### config.mk
export PLATFORM = sky130hd
export DESIGN_NAME = freq_sweep_ctrl
export DESIGN_NICKNAME = d
export VERILOG_FILES = /design/src/rtl/freq_sweep_pkg.sv /design/src/rtl/freq_sweep_ctrl_bcd_add6.sv /design/src/rtl/freq_sweep_ctrl.sv
export SDC_FILE = /design/constraint.sdc
export NUM_CORES = 1
export LEC_CHECK = 0
export ABC_AREA = 1
export BUFFER_PORTS_ARGS = -buffer_cell sky130_fd_sc_hd__clkbuf_2
export CAP_MARGIN = 20
export CORE_MARGIN = 3
export CORE_UTILIZATION = 54
export DETAILED_ROUTE_END_ITERATION = 16
export PLACE_DENSITY = 0.84
export SLEW_MARGIN = 20
export SYNTH_ARGS = -nofsm -noshare
export SYNTH_HDL_FRONTEND = slang
export SYNTH_SLANG_ARGS = --single-unit
export TNS_END_PERCENT = 30
### constraint.sdc
create_clock -name clk -period 9.28 [get_ports clk]
set_clock_uncertainty 0.1 [all_clocks]
set_input_delay 0 -clock clk [delete_from_list [all_inputs] [get_ports clk]]
set_output_delay 0 -clock clk [all_outputs]
set_load 0.005 [all_outputs]
### src/rtl/freq_sweep_pkg.sv
// Shared types and helpers for the frequency sweep sequencer.
// Optional hold input is enabled with FREQ_SWEEP_HOLD_EN.
package freq_sweep_pkg;

    typedef enum logic {
        IDLE  = 1'b0,
        DWELL = 1'b1
    } state_e;

    localparam int          BCD_DIGITS   = 6;
    localparam logic [23:0] FREQ_MIN_BCD = 24'h000001;

    function automatic logic bcd_valid(input logic [23:0] v);
        logic ok;
        ok = 1'b1;
        for (int i = 0; i < BCD_DIGITS; i++) begin
            if (v[4*i +: 4] > 4'd9) ok = 1'b0;
        end
        return ok;
    endfunction

endpackage

### src/rtl/freq_sweep_ctrl_bcd_add6.sv
// Combinational 6-digit packed-BCD adder with carry out.
// Each digit is corrected by +6 when its binary sum exceeds 9.
module bcd_add6
    import freq_sweep_pkg::*;
(
    input  logic [23:0] a,
    input  logic [23:0] b,
    output logic [23:0] sum,
    output logic        cout
);

    logic [4:0] dsum;
    logic       c;

    always_comb begin
        sum  = '0;
        c    = 1'b0;
        dsum = '0;
        for (int i = 0; i < BCD_DIGITS; i++) begin
            dsum = {1'b0, a[4*i +: 4]} + {1'b0, b[4*i +: 4]} + {4'd0, c};
            if (dsum > 5'd9) begin
                dsum = dsum + 5'd6;
                c    = 1'b1;
            end else begin
                c    = 1'b0;
            end
            sum[4*i +: 4] = dsum[3:0];
        end
        cout = c;
    end

endmodule

### src/rtl/freq_sweep_ctrl.sv
// BCD frequency sweep sequencer feeding the square-wave generator.
// Define FREQ_SWEEP_HOLD_EN to add the hold input that pauses dwell.
module freq_sweep_ctrl
    import freq_sweep_pkg::*;
#(
    parameter int TICK_DIV = 50000,
    parameter int TICK_W   = 16
) (
    input  logic        clk,
    input  logic        rst,
    input  logic        start,
    input  logic        abort,
    input  logic        loop_mode,
    input  logic [23:0] f_start,
    input  logic [23:0] f_stop,
    input  logic [23:0] f_step,
    input  logic [15:0] dwell_ms,
`ifdef FREQ_SWEEP_HOLD_EN
    input  logic        hold,
`endif
    output logic [23:0] freq_bcd,
    output logic        busy,
    output logic        done,
    output logic        cfg_err
);

    state_e             state_q, state_d;
    logic [23:0]        freq_q, freq_d;
    logic [23:0]        start_q, start_d;
    logic [23:0]        stop_q, stop_d;
    logic [23:0]        step_q, step_d;
    logic               loop_q, loop_d;
    logic [15:0]        dwell_q, dwell_d;
    logic [TICK_W-1:0]  tick_q, tick_d;
    logic [15:0]        ms_q, ms_d;
    logic               done_q, done_d;
    logic               err_q, err_d;

    logic [23:0]        nxt;
    logic               nxt_cout;
    logic               cfg_ok;
    logic               tick_wrap;
    logic               pt_end;
    logic               run;

`ifdef FREQ_SWEEP_HOLD_EN
    assign run = ~hold;
`else
    assign run = 1'b1;
`endif

    bcd_add6 u_add (
        .a    (freq_q),
        .b    (step_q),
        .sum  (nxt),
        .cout (nxt_cout)
    );

    // Packed-BCD magnitude compare is the same as a plain unsigned compare.
    assign cfg_ok = bcd_valid(f_start) && bcd_valid(f_stop)
                 && bcd_valid(f_step) && (f_start != '0)
                 && (f_step != '0) && (f_start <= f_stop);

    assign tick_wrap = (tick_q == TICK_W'(TICK_DIV - 1));
    assign pt_end    = tick_wrap && (ms_q == dwell_q - 16'd1);

    always_ff @(posedge clk) begin
        if (rst) begin
            state_q <= IDLE;
            freq_q  <= FREQ_MIN_BCD;
            start_q <= '0;
            stop_q  <= '0;
            step_q  <= '0;
            loop_q  <= 1'b0;
            dwell_q <= '0;
            tick_q  <= '0;
            ms_q    <= '0;
            done_q  <= 1'b0;
            err_q   <= 1'b0;
        end else begin
            state_q <= state_d;
            freq_q  <= freq_d;
            start_q <= start_d;
            stop_q  <= stop_d;
            step_q  <= step_d;
            loop_q  <= loop_d;
            dwell_q <= dwell_d;
            tick_q  <= tick_d;
            ms_q    <= ms_d;
            done_q  <= done_d;
            err_q   <= err_d;
        end
    end

    always_comb begin
        state_d = state_q;
        freq_d  = freq_q;
        start_d = start_q;
        stop_d  = stop_q;
        step_d  = step_q;
        loop_d  = loop_q;
        dwell_d = dwell_q;
        tick_d  = tick_q;
        ms_d    = ms_q;
        done_d  = 1'b0;
        err_d   = 1'b0;
        unique case (state_q)
            IDLE: begin
                if (start && !abort) begin
                    if (cfg_ok) begin
                        state_d = DWELL;
                        freq_d  = f_start;
                        start_d = f_start;
                        stop_d  = f_stop;
                        step_d  = f_step;
                        loop_d  = loop_mode;
                        dwell_d = (dwell_ms == '0) ? 16'd1 : dwell_ms;
                        tick_d  = '0;
                        ms_d    = '0;
                    end else begin
                        err_d = 1'b1;
                    end
                end
            end
            DWELL: begin
                if (abort) begin
                    state_d = IDLE;
                end else if (run) begin
                    if (tick_wrap) begin
                        tick_d = '0;
                        if (pt_end) begin
                            ms_d = '0;
                            if (!nxt_cout && nxt <= stop_q) begin
                                freq_d = nxt;
                            end else if (loop_q) begin
                                freq_d = start_q;
                            end else begin
                                state_d = IDLE;
                                done_d  = 1'b1;
                            end
                        end else begin
                            ms_d = ms_q + 16'd1;
                        end
                    end else begin
                        tick_d = tick_q + TICK_W'(1);
                    end
                end
            end
            default: state_d = IDLE;
        endcase
    end

    always_comb begin
        freq_bcd = freq_q;
        busy     = (state_q == DWELL);
        done     = done_q;
        cfg_err  = err_q;
    end

endmodule

==> metrics.txt <==
Critical Path Start Type=register; ranking of synthesized cells by area=dfxtp_1, nand2_1, ha_1; count leader, synth=nand2_1; Worst Max-Slew Pin Slew=891 ps; flops & latches, synth=148; routed wire length=35,900 um; max-capacitance violation count=0; CTS Root Cell=clkbuf_16; Worst Path Max Fanout=5; post-synth top area cell=dfxtp_1; crit path capture type=register; row cnt=49; initial DRC count=1,426; Crit Path Category=register to register; layout cells sized above 1=17.3%; final-report hold violation count=0; Min-Delay Path Class=input port to register; Layout area overhead=30.7%; Yosys top cell area share=29.0%; core area=18,300 um^2; remaining routing DRC violations=0; slew margin rel.=40.6%; DIE WIDTH=143 um; Post-DRT Antenna Nets=0; Post-synth EDFFs=0; Pwr Total=1.47 mW; initial antenna violation count=1; fillers=1,249; dpl cell area=11,200 um^2; DR vias/cell=5.68; GRT overflow=0; Longest Clk Path Bufs=2; footprint of the multi-input gates=6390 um^2; largest net degree at the start of global routing=79; Crit-path slowest cell=fa_2; fraction of registers with async set/reset=0%; Sink Count=148; wire length per cell=17.2 um; sequential cell area=2970 um^2; design area=13,300 um^2; Final WS setup=-394 ps; P_leak=6.55 nW; Max Fclk=103 MHz; synth warn=0; worst-skew pair later-pin latency=430 ps; Peak VDD IR=0.126 mV; Mapped Cells=1,610; GRT Total Usage=33.0%; synth cell count leaders=nand2_1, inv_1, nor2_1; Top Ports=120; Avg Inst Size Synth=6.34 um^2; Tmin final=9670 ps; Min Hold Slack=170 ps; depth of the CTS H-tree=4; Arrival @ worst endpoint=9940 ps; RSZ-0062 raised after global routing=true; drt pass-1 iters=7; TritonCTS Buffers=17; first-pass GRT wire length=54,400 um; Worst Path Required=9550 ps; GPL Wtd Cong=0.933; outcome=finished, violations left; # port buffers=119; final max-slew violation count=0; CP top delay family=adder cells; synth unique cells=39; Clock Pin Slew Worst Setup and Hold Paths=60 ps; Total Neg Setup Slack=-8880 ps; Power Dens Cells=110 nW/um^2; fin cells=2,094; Starting Density=55.9%; Seq/Total Area, Yosys=29.0%; Mapped Area=10,200 um^2; DP Cell Count=1,931; commonest register cell after synthesis=dfxtp_1; crit-path most repeated cell=inv_2; DR vias=11,900; n_diodes=0; final worst-path cycle share=104%; endpoints failing setup=26; Mapped Nets=1,790; buffers and inverters on the worst path=18; failing checks=setup timing; vias in the first global route=11,200; CTS tree=done; crit-path max cell delay=550 ps; chip height=143 um; fin nets=2,033; full die area=20,600 um^2; HPWL Detailed=21,200 um
## power breakdown
part	total, mW	internal, mW	switching [mW]
logic	0.136	0.0587	0.0770
clock network	0.699	0.425	0.274
registers	0.636	0.635	0.000209
## cells by family after synthesis
kind of cell	count (synthesis)	synth area share, %
AO/OA/AOI/OAI	212	11.0
XOR/XNOR	39	3.42
adder cells (fa/ha/maj)	87	11.5
buffers and inverters	297	11.3
flip-flops	148	29.0
AND/OR/NAND/NOR	827	33.7
## per-stage QoR
stage / setup WS [ps] / util, %
2_1_floorplan: 4.00 / -
3_3_place_gp: 164 / 61.4
3_5_place_dp: -179 / 61.4
4_1_cts: -63.4 / 71.3
5_1_grt: -770 / 73.0
6_report: -394 / 73.0
## cell type report
class / count / share of cell area [%]
inverters: 239 / 6.73
repair buffers: 282 / 16.6
clock buffers: 20 / 3.35
clock inverters: 11 / 1.01
flip-flops and latches: 148 / 22.2
well taps: 229 / 2.15
multi-input cells: 1165 / 47.9
## final timing paths
kind	from	to	slack, ps	depth (start not counted)
worst max-delay path	freq_bcd[0]	freq_bcd[8]	-390	61
worst min-delay path	rst	ms_q[8]	170	3
worst max register to register	freq_bcd[0]	freq_bcd[8]	-390	61
worst min register to register	start_q[20]	start_q[20]	370	2
## timing repair
action                                 4_1_cts  5_1_grt
hold buffers                                92        0
setup endpoints to repair                   26       26
endpoints found under the hold margin      116        0
pin swaps                                   20       41
gates cloned                                 3        3
setup buffers                               20       14
resized for setup                           15       41
## worst register-to-register path: cells and delay by family (launching register included)
| family | cells | cell delay [ps] |
|---|---|---|
| adder cells (fa/ha/maj) | 14 | 4940 |
| AND/OR/NAND/NOR | 26 | 2410 |
| buffers and inverters | 18 | 1310 |
| XOR/XNOR | 2 | 440 |
| flip-flops | 1 | 350 |
| AO/OA/AOI/OAI | 1 | 50 |
## cell usage in the layout, fill, tap and decap left out, types with 3 or more instances in the layout
cell type      netlist  routed
nand2_1            464     443
o21bai_1             3       3
dlygate4sd3_1        0      92
buf_6                3       3
xnor2_1             15      10
inv_1              234     214
ha_4                 0       4
a21oi_2              0       3
clkbuf_16            0      20
nor2_4               3       4
buf_4                0      59
bufinv_16            0       3
xor2_1              23      22
xnor2_2              0       4
nor2_2               2      11
nor2_1             185     175
clkinv_2             0       6
a21oi_1            126     123
nand2_2              1      17
nand3_1            112     106
fa_2                 0      11
nand3b_1             6       6
clkbuf_2             0     119
dfxtp_1            148     146
ha_1                76      72
nand4_1             19      19
a211oi_1             9       9
nand2_4              2       7
nor3_1              17      17
inv_2                5      25
nor4_1               8       8
o21a_1               7       7
nand3_2              2       7
o21ai_0             59      58
## state kept, by name, summed over array words and instances (netlist names)
register / flops
busy: 1
cfg_err: 1
done: 1
dwell_q: 16
freq_bcd: 24
loop_q: 1
ms_q: 16
start_q: 24
step_q: 24
stop_q: 24
tick_q: 16
## routing by layer
| layer | GRT usage [%] | part of all wire [%] |
|---|---|---|
| met3 | 6.72 | 11 |
| met2 | 55.3 | 46 |
| met5 | 0 | 0.019 |
| met4 | 15.7 | 5.6 |
| met1 | 40.7 | 38 |
Power figures use the tool's default switching activity.
